`config.mk`:
```
export PLATFORM = sky130hd
export DESIGN_NAME = apb_req_arbiter
export DESIGN_NICKNAME = d
export VERILOG_FILES = /design/src/rtl/apb_arb_pkg.sv /design/src/rtl/apb_rr_picker.sv /design/src/rtl/apb_req_arbiter.sv
export SDC_FILE = /design/constraint.sdc
export NUM_CORES = 1
export LEC_CHECK = 0
export ABC_AREA = 1
export CORE_AREA = 2 2 160 162
export DETAILED_ROUTE_END_ITERATION = 10
export DIE_AREA = 0 0 162 164
export HOLD_SLACK_MARGIN = 0.05
export PLACE_DENSITY = 0.67
export SLEW_MARGIN = 0
export SYNTH_ARGS = -nofsm -noshare
export SYNTH_HDL_FRONTEND = slang
export SYNTH_SLANG_ARGS = --single-unit
```
`constraint.sdc`:
```
create_clock -name PCLK -period 2.9 [get_ports PCLK]
set_clock_uncertainty 0.2 [all_clocks]
set_input_delay 0.29 -clock PCLK [delete_from_list [all_inputs] [get_ports PCLK]]
set_output_delay 0.29 -clock PCLK [all_outputs]
set_load 0.01 [all_outputs]
```
`src/rtl/apb_arb_pkg.sv`:
```
// Shared types and width helpers for the APB request arbiter.
// The state enum fixes the encoding IDLE=0, ISSUE=1, WAIT=2, DONE=3.
package apb_arb_pkg;

    typedef enum logic [1:0] {
        IDLE  = 2'd0,
        ISSUE = 2'd1,
        WAIT  = 2'd2,
        DONE  = 2'd3
    } arb_state_t;

    // A zero timeout still needs a 1-bit counter so the logic stays well formed.
    function automatic int cnt_width(input int timeout_cyc);
        return (timeout_cyc < 1) ? 1 : $clog2(timeout_cyc + 1);
    endfunction

    function automatic int idx_width(input int n);
        return (n < 2) ? 1 : $clog2(n);
    endfunction

endpackage

```
`src/rtl/apb_rr_picker.sv`:
```
// Combinational round-robin picker: first set request at or after the pointer,
// wrapping modulo NUM_REQ; returns a one-hot grant and the winner index.
module apb_rr_picker
    import apb_arb_pkg::*;
#(
    parameter int NUM_REQ = 4,
    parameter int IDX_W   = idx_width(NUM_REQ)
) (
    input  logic [NUM_REQ-1:0] req,
    input  logic [IDX_W-1:0]   ptr,
    output logic [NUM_REQ-1:0] gnt,
    output logic [IDX_W-1:0]   idx
);

    logic             found;
    logic [IDX_W-1:0] cand;

    always_comb begin
        gnt   = '0;
        idx   = '0;
        found = 1'b0;
        cand  = '0;
        for (int i = 0; i < NUM_REQ; i++) begin
            cand = IDX_W'((int'(ptr) + i) % NUM_REQ);
            if (!found && req[cand]) begin
                found     = 1'b1;
                gnt[cand] = 1'b1;
                idx       = cand;
            end
        end
    end

endmodule

```
`src/rtl/apb_req_arbiter.sv`:
```
// Shares one APB master among NUM_REQ requesters: round-robin grant, one-cycle
// trigger, stable address/data for the transfer, and a done pulse with read data.
module apb_req_arbiter
    import apb_arb_pkg::*;
#(
    parameter int NUM_REQ     = 4,
    parameter int DATA_WIDTH  = 32,
    parameter int ADDR_WIDTH  = 32,
    parameter int TIMEOUT_CYC = 256
) (
    input  logic                          PCLK,
    input  logic                          PRESET,
    input  logic [NUM_REQ-1:0]            req_i,
    input  logic [NUM_REQ-1:0]            req_write_i,
    input  logic [NUM_REQ*ADDR_WIDTH-1:0] req_addr_i,
    input  logic [NUM_REQ*DATA_WIDTH-1:0] req_wdata_i,
    output logic [NUM_REQ-1:0]            gnt_o,
    output logic [NUM_REQ-1:0]            done_o,
    output logic [DATA_WIDTH-1:0]         rdata_o,
    output logic                          m_trig_o,
    output logic [ADDR_WIDTH-1:0]         m_addr_o,
    output logic [DATA_WIDTH-1:0]         m_wdata_o,
    output logic                          m_write_o,
    input  logic                          psel_i,
    input  logic                          penable_i,
    input  logic                          pready_i,
    input  logic [DATA_WIDTH-1:0]         prdata_i,
    output logic                          timeout_o
);

    localparam int IDX_W = idx_width(NUM_REQ);
    localparam int CNT_W = cnt_width(TIMEOUT_CYC);
    localparam logic [CNT_W-1:0] TO_VAL   = CNT_W'(TIMEOUT_CYC);
    localparam logic [IDX_W-1:0] LAST_IDX = IDX_W'(NUM_REQ - 1);

    arb_state_t         state;
    arb_state_t         state_nxt;
    logic [IDX_W-1:0]   rr_ptr;
    logic [IDX_W-1:0]   win_idx;
    logic [NUM_REQ-1:0] pick_gnt;
    logic [IDX_W-1:0]   pick_idx;
    logic [CNT_W-1:0]   wait_cnt;
    logic [CNT_W-1:0]   cnt_inc;
    logic               xfer_done;

    assign xfer_done = psel_i & penable_i & pready_i;
    assign cnt_inc   = (wait_cnt == '1) ? wait_cnt : wait_cnt + CNT_W'(1);

    apb_rr_picker #(
        .NUM_REQ (NUM_REQ),
        .IDX_W   (IDX_W)
    ) u_picker (
        .req (req_i),
        .ptr (rr_ptr),
        .gnt (pick_gnt),
        .idx (pick_idx)
    );

    always_ff @(posedge PCLK) begin
        if (PRESET) begin
            state <= IDLE;
        end else begin
            state <= state_nxt;
        end
    end

    always_comb begin
        state_nxt = state;
        case (state)
            IDLE:    if (|req_i) state_nxt = ISSUE;
            ISSUE:   state_nxt = WAIT;
            WAIT:    if (xfer_done) state_nxt = DONE;
            DONE:    state_nxt = IDLE;
            default: state_nxt = IDLE;
        endcase
    end

    always_comb begin
        m_trig_o = (state == ISSUE);
        done_o   = (state == DONE) ? gnt_o : '0;
    end

    // Winner's request fields are latched at grant so they stay frozen across SETUP/ACCESS.
    always_ff @(posedge PCLK) begin
        if (PRESET) begin
            gnt_o     <= '0;
            win_idx   <= '0;
            rr_ptr    <= '0;
            m_addr_o  <= '0;
            m_wdata_o <= '0;
            m_write_o <= 1'b0;
            rdata_o   <= '0;
            wait_cnt  <= '0;
            timeout_o <= 1'b0;
        end else begin
            case (state)
                IDLE: begin
                    if (|req_i) begin
                        gnt_o     <= pick_gnt;
                        win_idx   <= pick_idx;
                        m_addr_o  <= req_addr_i[int'(pick_idx)*ADDR_WIDTH +: ADDR_WIDTH];
                        m_wdata_o <= req_wdata_i[int'(pick_idx)*DATA_WIDTH +: DATA_WIDTH];
                        m_write_o <= req_write_i[pick_idx];
                    end
                end
                ISSUE: begin
                    wait_cnt <= '0;
                end
                WAIT: begin
                    if (xfer_done) begin
                        rdata_o <= prdata_i;
                    end else begin
                        wait_cnt <= cnt_inc;
                        if (TIMEOUT_CYC != 0 && cnt_inc == TO_VAL) begin
                            timeout_o <= 1'b1;
                        end
                    end
                end
                DONE: begin
                    gnt_o  <= '0;
                    rr_ptr <= (win_idx == LAST_IDX) ? '0 : win_idx + IDX_W'(1);
                end
                default: ;
            endcase
        end
    end

endmodule

```
==> flow_summary.json, run 1 <==
{
  "hold_depth": 3,
  "clk_latency_ns": 0.42,
  "antenna_found_initial": 0,
  "wl_per_cell_um": 15.4,
  "die_h_um": 164,
  "hold_buffers": 0,
  "finalWorstSetupSlack_ns": 0.195,
  "start_util_pct": 31.9,
  "cts_buffer_depth": 2,
  "cp-end-kind": "flip-flop",
  "slew_viol_final": 0,
  "nNetsFinal": 2020,
  "power_leakage_nw": 6.29,
  "ys.flop_type": "dfxtp_1",
  "status": "finished clean",
  "viasPerCell": 4.76,
  "slew_headroom_pct": 26.4,
  "report.final.hold_viol_count": 0,
  "core_area_sq_um": 24800,
  "drive_above_1_share_pct": 5.07,
  "min_path_type": "input pin to flip-flop",
  "grt_pass1_wl_mm": 48.0,
  "setup_viol": 0,
  "whs_endpoint": "rdata_o[11]$_SDFFE_PP0P_",
  "track_usage_pct": 22.9,
  "syn_nets": 1647,
  "synth-seq-cells": 117,
  "synth-edff-count": 0,
  "ff2ff_setup_slack_ns": 0.20,
  "htreeDepth": 4,
  "power_density_nw_per_um2": 896,
  "r2r_start": "rr_ptr[0]$_SDFFE_PP0P_",
  "path_clk_slew_ns": 0.07,
  "layout_min_cycle_time_ns": 2.70,
  "crit_fanout": 67,
  "rsz0062_at_grt": "no",
  "synth.top_cell.area_share_pct": 29.5,
  "cts_tree": "done",
  "cp.required_ns": 3.02,
  "worstRegToRegCells": 15,
  "route.detailed.drc": 0,
  "crit_path_max_incr_delay_ns": 0.36,
  "grt_overflow": 0,
  "num_rows": 58,
  "cts_sinks": 117,
  "dp_hpwl_mm": 23.1,
  "cts-root-buf": "clkbuf_16",
  "multi_input_area_sq_um": 4520,
  "dpl_cell_area_sq_um": 12400,
  "fin_setup_tns_ns": 0,
  "final_cell_mix": "406 x clkdlybuf4s50_1, 377 x nand2_1, 212 x nand3_1, 175 x inv_1, 162 x nor2_1",
  "r2r_end": "m_addr_o[21]$_SDFFE_PP0P_",
  "syn2layout_area_growth_pct": 64.9,
  "fin_crit_sh_pct": 93.3,
  "yosysTopAreaCell": "dfxtp_1",
  "drtIter0Drc": 738,
  "design_area_sq_um": 13100,
  "port_buffers": 407,
  "async_flop_share_pct": 0,
  "final_common_cell": "clkdlybuf4s50_1",
  "cp_slowest_cell": "ha_1",
  "numCtsBuffers": 17,
  "wl_mm": 31.6,
  "cts_setup_buffers": 0,
  "place_ws_ns": 0.175,
  "path_cells": "inv_2 -> ha_1 -> inv_1 -> nand3_1 -> nand2_2 -> inv_2 -> nor2_8 -> nand4_4 -> nand2_4 -> buf_16 -> nand2_1 -> nand3_1 -> nand3_1 -> nand2_1 -> inv_1",
  "worstMarginPinSlew_ns": 1.10,
  "critical_path.most_common_cell": "nand3_1",
  "synth_area_leaders": "dfxtp_1 30%, nand2_1 18%, nand3_1 13%, inv_1 8.3%, nand3b_1 8.0%",
  "arrival_ns": 2.82,
  "synth_cells": 1331,
  "ir_drop_mv": 0.586,
  "dr_total_vias": 9747,
  "firstDrtPassIters": 5,
  "gp_congestion": 0.906,
  "critPathKind": "flip-flop to flip-flop",
  "dieArea_sq_um": 26600,
  "ant_nets": 0,
  "max_freq_mhz": 370,
  "syn_avg_cell_area_sq_um": 5.96,
  "ys_types": 35,
  "area.sequential_sq_um": 2340,
  "grt_max_degree": 87,
  "netlist_area_sq_um": 7930,
  "cap_viol_max_count": 0,
  "worstHoldStart": "prdata_i[11]",
  "fill_cells": 2510,
  "grt_pass1_vias": 9247,
  "yosys_warnings": 0,
  "pin_count": 408,
  "fp.dieW_um": 162,
  "startpoint_type": "flip-flop",
  "seq_area_frac_synth_pct": 29.5
}
-- worst max-delay path by stage --
stage | end | start | slack [ns] | cells past startpoint
CTS | m_addr_o[21]$_SDFFE_PP0P_ | rr_ptr[0]$_SDFFE_PP0P_ | 0.20 | 15
detailed placement | m_addr_o[21]$_SDFFE_PP0P_ | req_i[3] | 0.18 | 14
global placement | m_addr_o[21]$_SDFFE_PP0P_ | req_i[3] | 0.22 | 14
global route | m_addr_o[21]$_SDFFE_PP0P_ | rr_ptr[0]$_SDFFE_PP0P_ | 0.005 | 15
floorplan | m_addr_o[23]$_SDFFE_PP0P_ | rr_ptr[0]$_SDFFE_PP0P_ | 0.34 | 16
finish | m_addr_o[21]$_SDFFE_PP0P_ | rr_ptr[0]$_SDFFE_PP0P_ | 0.20 | 15
-- what timing repair did --
item,CTS,global route
gates resized for setup,0,1
hold endpoints to repair,0,0
endpoints found under the setup margin,0,1
-- logic make-up (layout without fill, tap and decap cells) --
group	count (synthesis)	in the layout	share of synthesized area, %
AOI/OAI and AO/OA	63	63	4.20
xor gates and xnor gates	5	5	0.552
adders and majority gates	15	15	2.37
buffers and inverters	267	653	13.7
DFF	117	117	29.5
other	0	2	0
and+or+nand+nor	864	864	49.7
-- power breakdown --
| group | switching (W) | total (W) | leakage [nW] | internal, W |
|---|---|---|---|---|
| registers | 0.000325 | 0.00248 | 0.960 | 0.00216 |
| logic | 0.00390 | 0.00687 | 5.02 | 0.00297 |
| clock network | 0.000888 | 0.00235 | 0.309 | 0.00147 |
| total | 0.00512 | 0.0117 | 6.29 | 0.00660 |
-- Yosys cell counts, types with 2 or more instances --
cell / instances
a21oi_1: 16
a22oi_1: 2
buf_1: 6
buf_2: 36
buf_4: 8
clkbuf_1: 34
clkinv_1: 3
dfxtp_1: 117
ha_1: 15
inv_1: 176
inv_2: 3
nand2_1: 377
nand2_2: 6
nand3_1: 212
nand3_2: 2
nand3b_1: 84
nand4_1: 9
nor2_1: 164
o21ai_0: 40
or2_2: 3
xnor2_1: 2
xor2_1: 3
-- registers in the layout, indices dropped and copies added, names as in the netlist --
name and flops:
gnt_o 4, rr_ptr 2, win_idx 2, timeout_o 1, m_wdata_o 32, m_addr_o 32
wait_cnt 9, state 2, rdata_o 32, m_write_o 1
-- critical path: cells and delay by family, from the launching register on --
family / cells / cell delay [ns]
adders and majority gates: 1 / 0.36
buffers and inverters: 5 / 0.54
DFF: 1 / 0.34
and+or+nand+nor: 9 / 1.13
-- per-stage QoR --
step                power, W  std cells  utilization, %  hold WS (ns)
floorplan            0.00653       1331               -         0.225
CTS                   0.0118       2047            52.6         0.230
global route          0.0127       2047            52.7         0.244
global placement     0.00935       2015            50.0         0.242
detailed placement   0.00941       2015            50.0         0.245
finish                0.0117       2049            52.7         0.249
-- final cells by class --
class / instances / area share (%)
Inverter: 182 / 5.22
Tap cell: 330 / 3.16
Clock buffer: 17 / 3.25
Clock inverter: 15 / 1.67
Timing Repair Buffer: 439 / 34.2
Sequential cell: 117 / 17.9
Multi-Input combinational cell: 947 / 34.6
Antenna cell: 2 / 0.0383
-- metal layers --
| metal | vias up | share of wire (%) | track usage (%) |
|---|---|---|---|
| met2 | 402 | 46 | 37.5 |
| li1 | 4900 | - | - |
| met5 | - | 0 | 0 |
| met3 | 47 | 9.3 | 7.10 |
| met1 | 4398 | 42 | 28.2 |
| met4 | 0 | 2.8 | 8.53 |
Note: power is estimated with default switching activity, not from simulation.
==> run 2: changes to the inputs <==
- ABC_AREA: 1 -> unset
- CORE_AREA: 2 2 160 162 -> 2 2 157 159
- DIE_AREA: 0 0 162 164 -> 0 0 159 161
- PLACE_DENSITY: 0.67 -> unset
- PLACE_DENSITY_LB_ADDON: unset -> 0.2
==> flow_summary.json, run 2 <==
{
  "ant_nets": 0,
  "wl_met1_mm": 13.4,
  "syn_avg_cell_area_sq_um": 7.96,
  "core_area_sq_um": 24000,
  "final_cell_mix": "406 x clkdlybuf4s50_1, 274 x nand2_1, 116 x dfxtp_1, 71 x mux2i_1, 68 x o21ai_0",
  "route.detailed.drc": 0,
  "wl_mm": 32.6,
  "r2r_start": "rr_ptr[0]$_SDFFE_PP0P_",
  "path_clk_slew_ns": 0.06,
  "slew_headroom_pct": 55.0,
  "nNetsFinal": 1658,
  "fp.dieW_um": 159,
  "syn2layout_area_growth_pct": 73.7,
  "worstMarginPinSlew_ns": 0.675,
  "cp_slowest_cell": "mux4_2",
  "place_ws_ns": -0.265,
  "layout_min_cycle_time_ns": 2.79,
  "whs_endpoint": "timeout_o$_SDFFE_PP0P_",
  "antenna_found_initial": 2,
  "startpoint_type": "flip-flop",
  "syn_nets": 1247,
  "cts_tree": "done",
  "path_cells": "buf_4 -> mux4_2 -> nor2b_4 -> o211ai_4 -> buf_12 -> o21ai_2 -> buf_4 -> a222oi_1 -> o221ai_1",
  "slew_viol_final": 0,
  "crit_path_max_incr_delay_ns": 0.52,
  "grt_overflow": 0,
  "async_flop_share_pct": 0,
  "report.final.hold_viol_count": 0,
  "critPathKind": "flip-flop to flip-flop",
  "hold_depth": 4,
  "top_regs": "m_addr_o (32), m_wdata_o (32), rdata_o (32)",
  "hold_buffers": 0,
  "wl_per_cell_um": 19.4,
  "netlist_area_sq_um": 7410,
  "clk_latency_ns": 0.42,
  "yosysTopAreaCell": "dfxtp_1",
  "gp_congestion": 0.866,
  "dp_hpwl_mm": 23.1,
  "met2_length_mm": 15.5,
  "ys_types": 49,
  "yosys.cell_count.top_type": "nand2_1",
  "final_util_pct": 53.7,
  "worstRegToRegCells": 9,
  "cts_sinks": 117,
  "htreeDepth": 4,
  "power_density_nw_per_um2": 717,
  "grt_max_degree": 53,
  "crit_fanout": 9,
  "synth-edff-count": 0,
  "arrival_ns": 2.88,
  "track_usage_pct": 24.4,
  "fin_setup_tns_ns": 0,
  "cts-root-buf": "clkbuf_16",
  "worstHoldStart": "PRESET",
  "ff2ff_setup_slack_ns": 0.11,
  "status": "finished clean",
  "synth.top_cell.area_share_pct": 31.6,
  "seq_area_frac_synth_pct": 31.6,
  "firstDrtPassIters": 9,
  "final_common_cell": "clkdlybuf4s50_1",
  "start_util_pct": 30.9,
  "synth_cells": 931,
  "synth-seq-cells": 117,
  "port_buffers": 407,
  "power_leakage_nw": 4.82,
  "num_rows": 57,
  "synth_area_leaders": "dfxtp_1 32%, nand2_1 14%, mux2i_1 9.9%, a222oi_1 8.6%, o221ai_1 6.5%",
  "min_path_type": "input pin to flip-flop",
  "dpl_cell_area_sq_um": 12100,
  "synth.top_cells.by_count": "275 x nand2_1, 117 x dfxtp_1, 73 x mux2i_1",
  "drtIter0Drc": 858,
  "dieArea_sq_um": 25600,
  "yosys_warnings": 0,
  "critical_path.most_common_cell": "buf_4",
  "grt_pass1_wl_mm": 49.6,
  "fin_crit_sh_pct": 96.2,
  "numCtsBuffers": 17,
  "top_layer": "met4",
  "finalWorstSetupSlack_ns": 0.111,
  "cap_viol_max_count": 0,
  "cts_buffer_depth": 2,
  "fin_cells": 1681,
  "die_h_um": 161,
  "cp-end-kind": "flip-flop",
  "ir_drop_mv": 0.331,
  "max_freq_mhz": 359,
  "grt_pass1_vias": 8859,
  "design_area_sq_um": 12900,
  "pin_count": 408,
  "cp.required_ns": 2.99,
  "viasPerCell": 5.34,
  "placed_cells": 1633,
  "drive_above_1_share_pct": 10.6,
  "setup_viol": 0,
  "ys.flop_type": "dfxtp_1",
  "wl_met3_mm": 2.53,
  "dr_total_vias": 8977,
  "r2r_end": "m_wdata_o[14]$_SDFFE_PP0P_"
}
[run 2: changes by cell type after synthesis, sizes merged, moves of 7 or more]
cell / before / now
a21oi: 17 / 46
a222oi: 0 / 64
and2: 0 / 7
clkbuf: 34 / 49
inv: 179 / 9
mux2i: 0 / 73
nand2: 384 / 275
nand3: 214 / 9
nand3b: 84 / 0
nor2: 167 / 29
o21ai: 41 / 73
o221ai: 0 / 65
[run 2: worst max-delay path: cells and delay by family, from the launching register on]
family / cells / cell delay, ns
buffers and inverters: 3 / 0.54
DFF: 1 / 0.39
and+or+nand+nor: 1 / 0.15
AOI/OAI and AO/OA: 4 / 0.84
muxes: 1 / 0.52
[run 2: through the flow]
step | total power, W | hold slack [ns]
3_3_place_gp | 0.00695 | 0.241
4_1_cts | 0.00913 | 0.114
3_5_place_dp | 0.00698 | 0.246
6_report | 0.00923 | 0.147
5_1_grt | 0.00977 | 0.158
2_1_floorplan | 0.00470 | 0.226
[run 2: report_power, final]
part	switching, W	internal (W)	total [W]
Combinational	0.00226	0.00250	0.00476
Clock	0.000959	0.00115	0.00211
Sequential	0.000288	0.00208	0.00237
[run 2: cell families (layout without fill, tap and decap cells)]
family          after synthesis  count (layout)  synth area share [%]
other cells                   0               2                     0
flops                       117             117                  31.6
buf+inv                     103             525                  7.31
mux                          78              78                  11.2
compound gates              273             275                  28.3
fa+ha+maj                    15              15                  2.53
simple gates                343             343                  18.8
xor+xnor                      2               2                 0.236
[run 2: what timing repair did]
action                                  CTS  global route
pin swaps                                 0             2
resized for setup                         1             2
endpoints found under the setup margin    1            21
gates cloned                              0             3
buffers inserted                          0            11
[run 2: layout make-up]
| cell class | count | area (sq um) |
|---|---|---|
| antenna | 2 | 5.00 |
| clock buffer | 17 | 425 |
| clock inverter | 15 | 154 |
| fill | 2234 | 11100 |
| inverter | 9 | 37.5 |
| multi-input combinational | 713 | 4600 |
| sequential | 117 | 2350 |
| tap | 324 | 405 |
| timing repair buffer | 484 | 4910 |
[run 2: layer usage]
layer / global-route usage [%] / vias to the layer above
li1: - / 4305
met1: 29.9 / 4195
met2: 40.2 / 413
met3: 6.75 / 64
met4: 10.4 / 0
met5: 0 / -
[run 2: worst max-delay path by stage]
| stage | from | end | cells past startpoint |
|---|---|---|---|
| after floorplan | rr_ptr[0]$_SDFFE_PP0P_ | m_addr_o[22]$_SDFFE_PP0P_ | 13 |
| after global placement | req_i[1] | m_wdata_o[5]$_SDFFE_PP0P_ | 9 |
| after detailed placement | req_i[3] | m_wdata_o[5]$_SDFFE_PP0P_ | 9 |
| after CTS | rr_ptr[0]$_SDFFE_PP0P_ | m_wdata_o[14]$_SDFFE_PP0P_ | 9 |
| after global routing | rr_ptr[0]$_SDFFE_PP0P_ | m_addr_o[25]$_SDFFE_PP0P_ | 10 |
| final | rr_ptr[0]$_SDFFE_PP0P_ | m_wdata_o[14]$_SDFFE_PP0P_ | 9 |
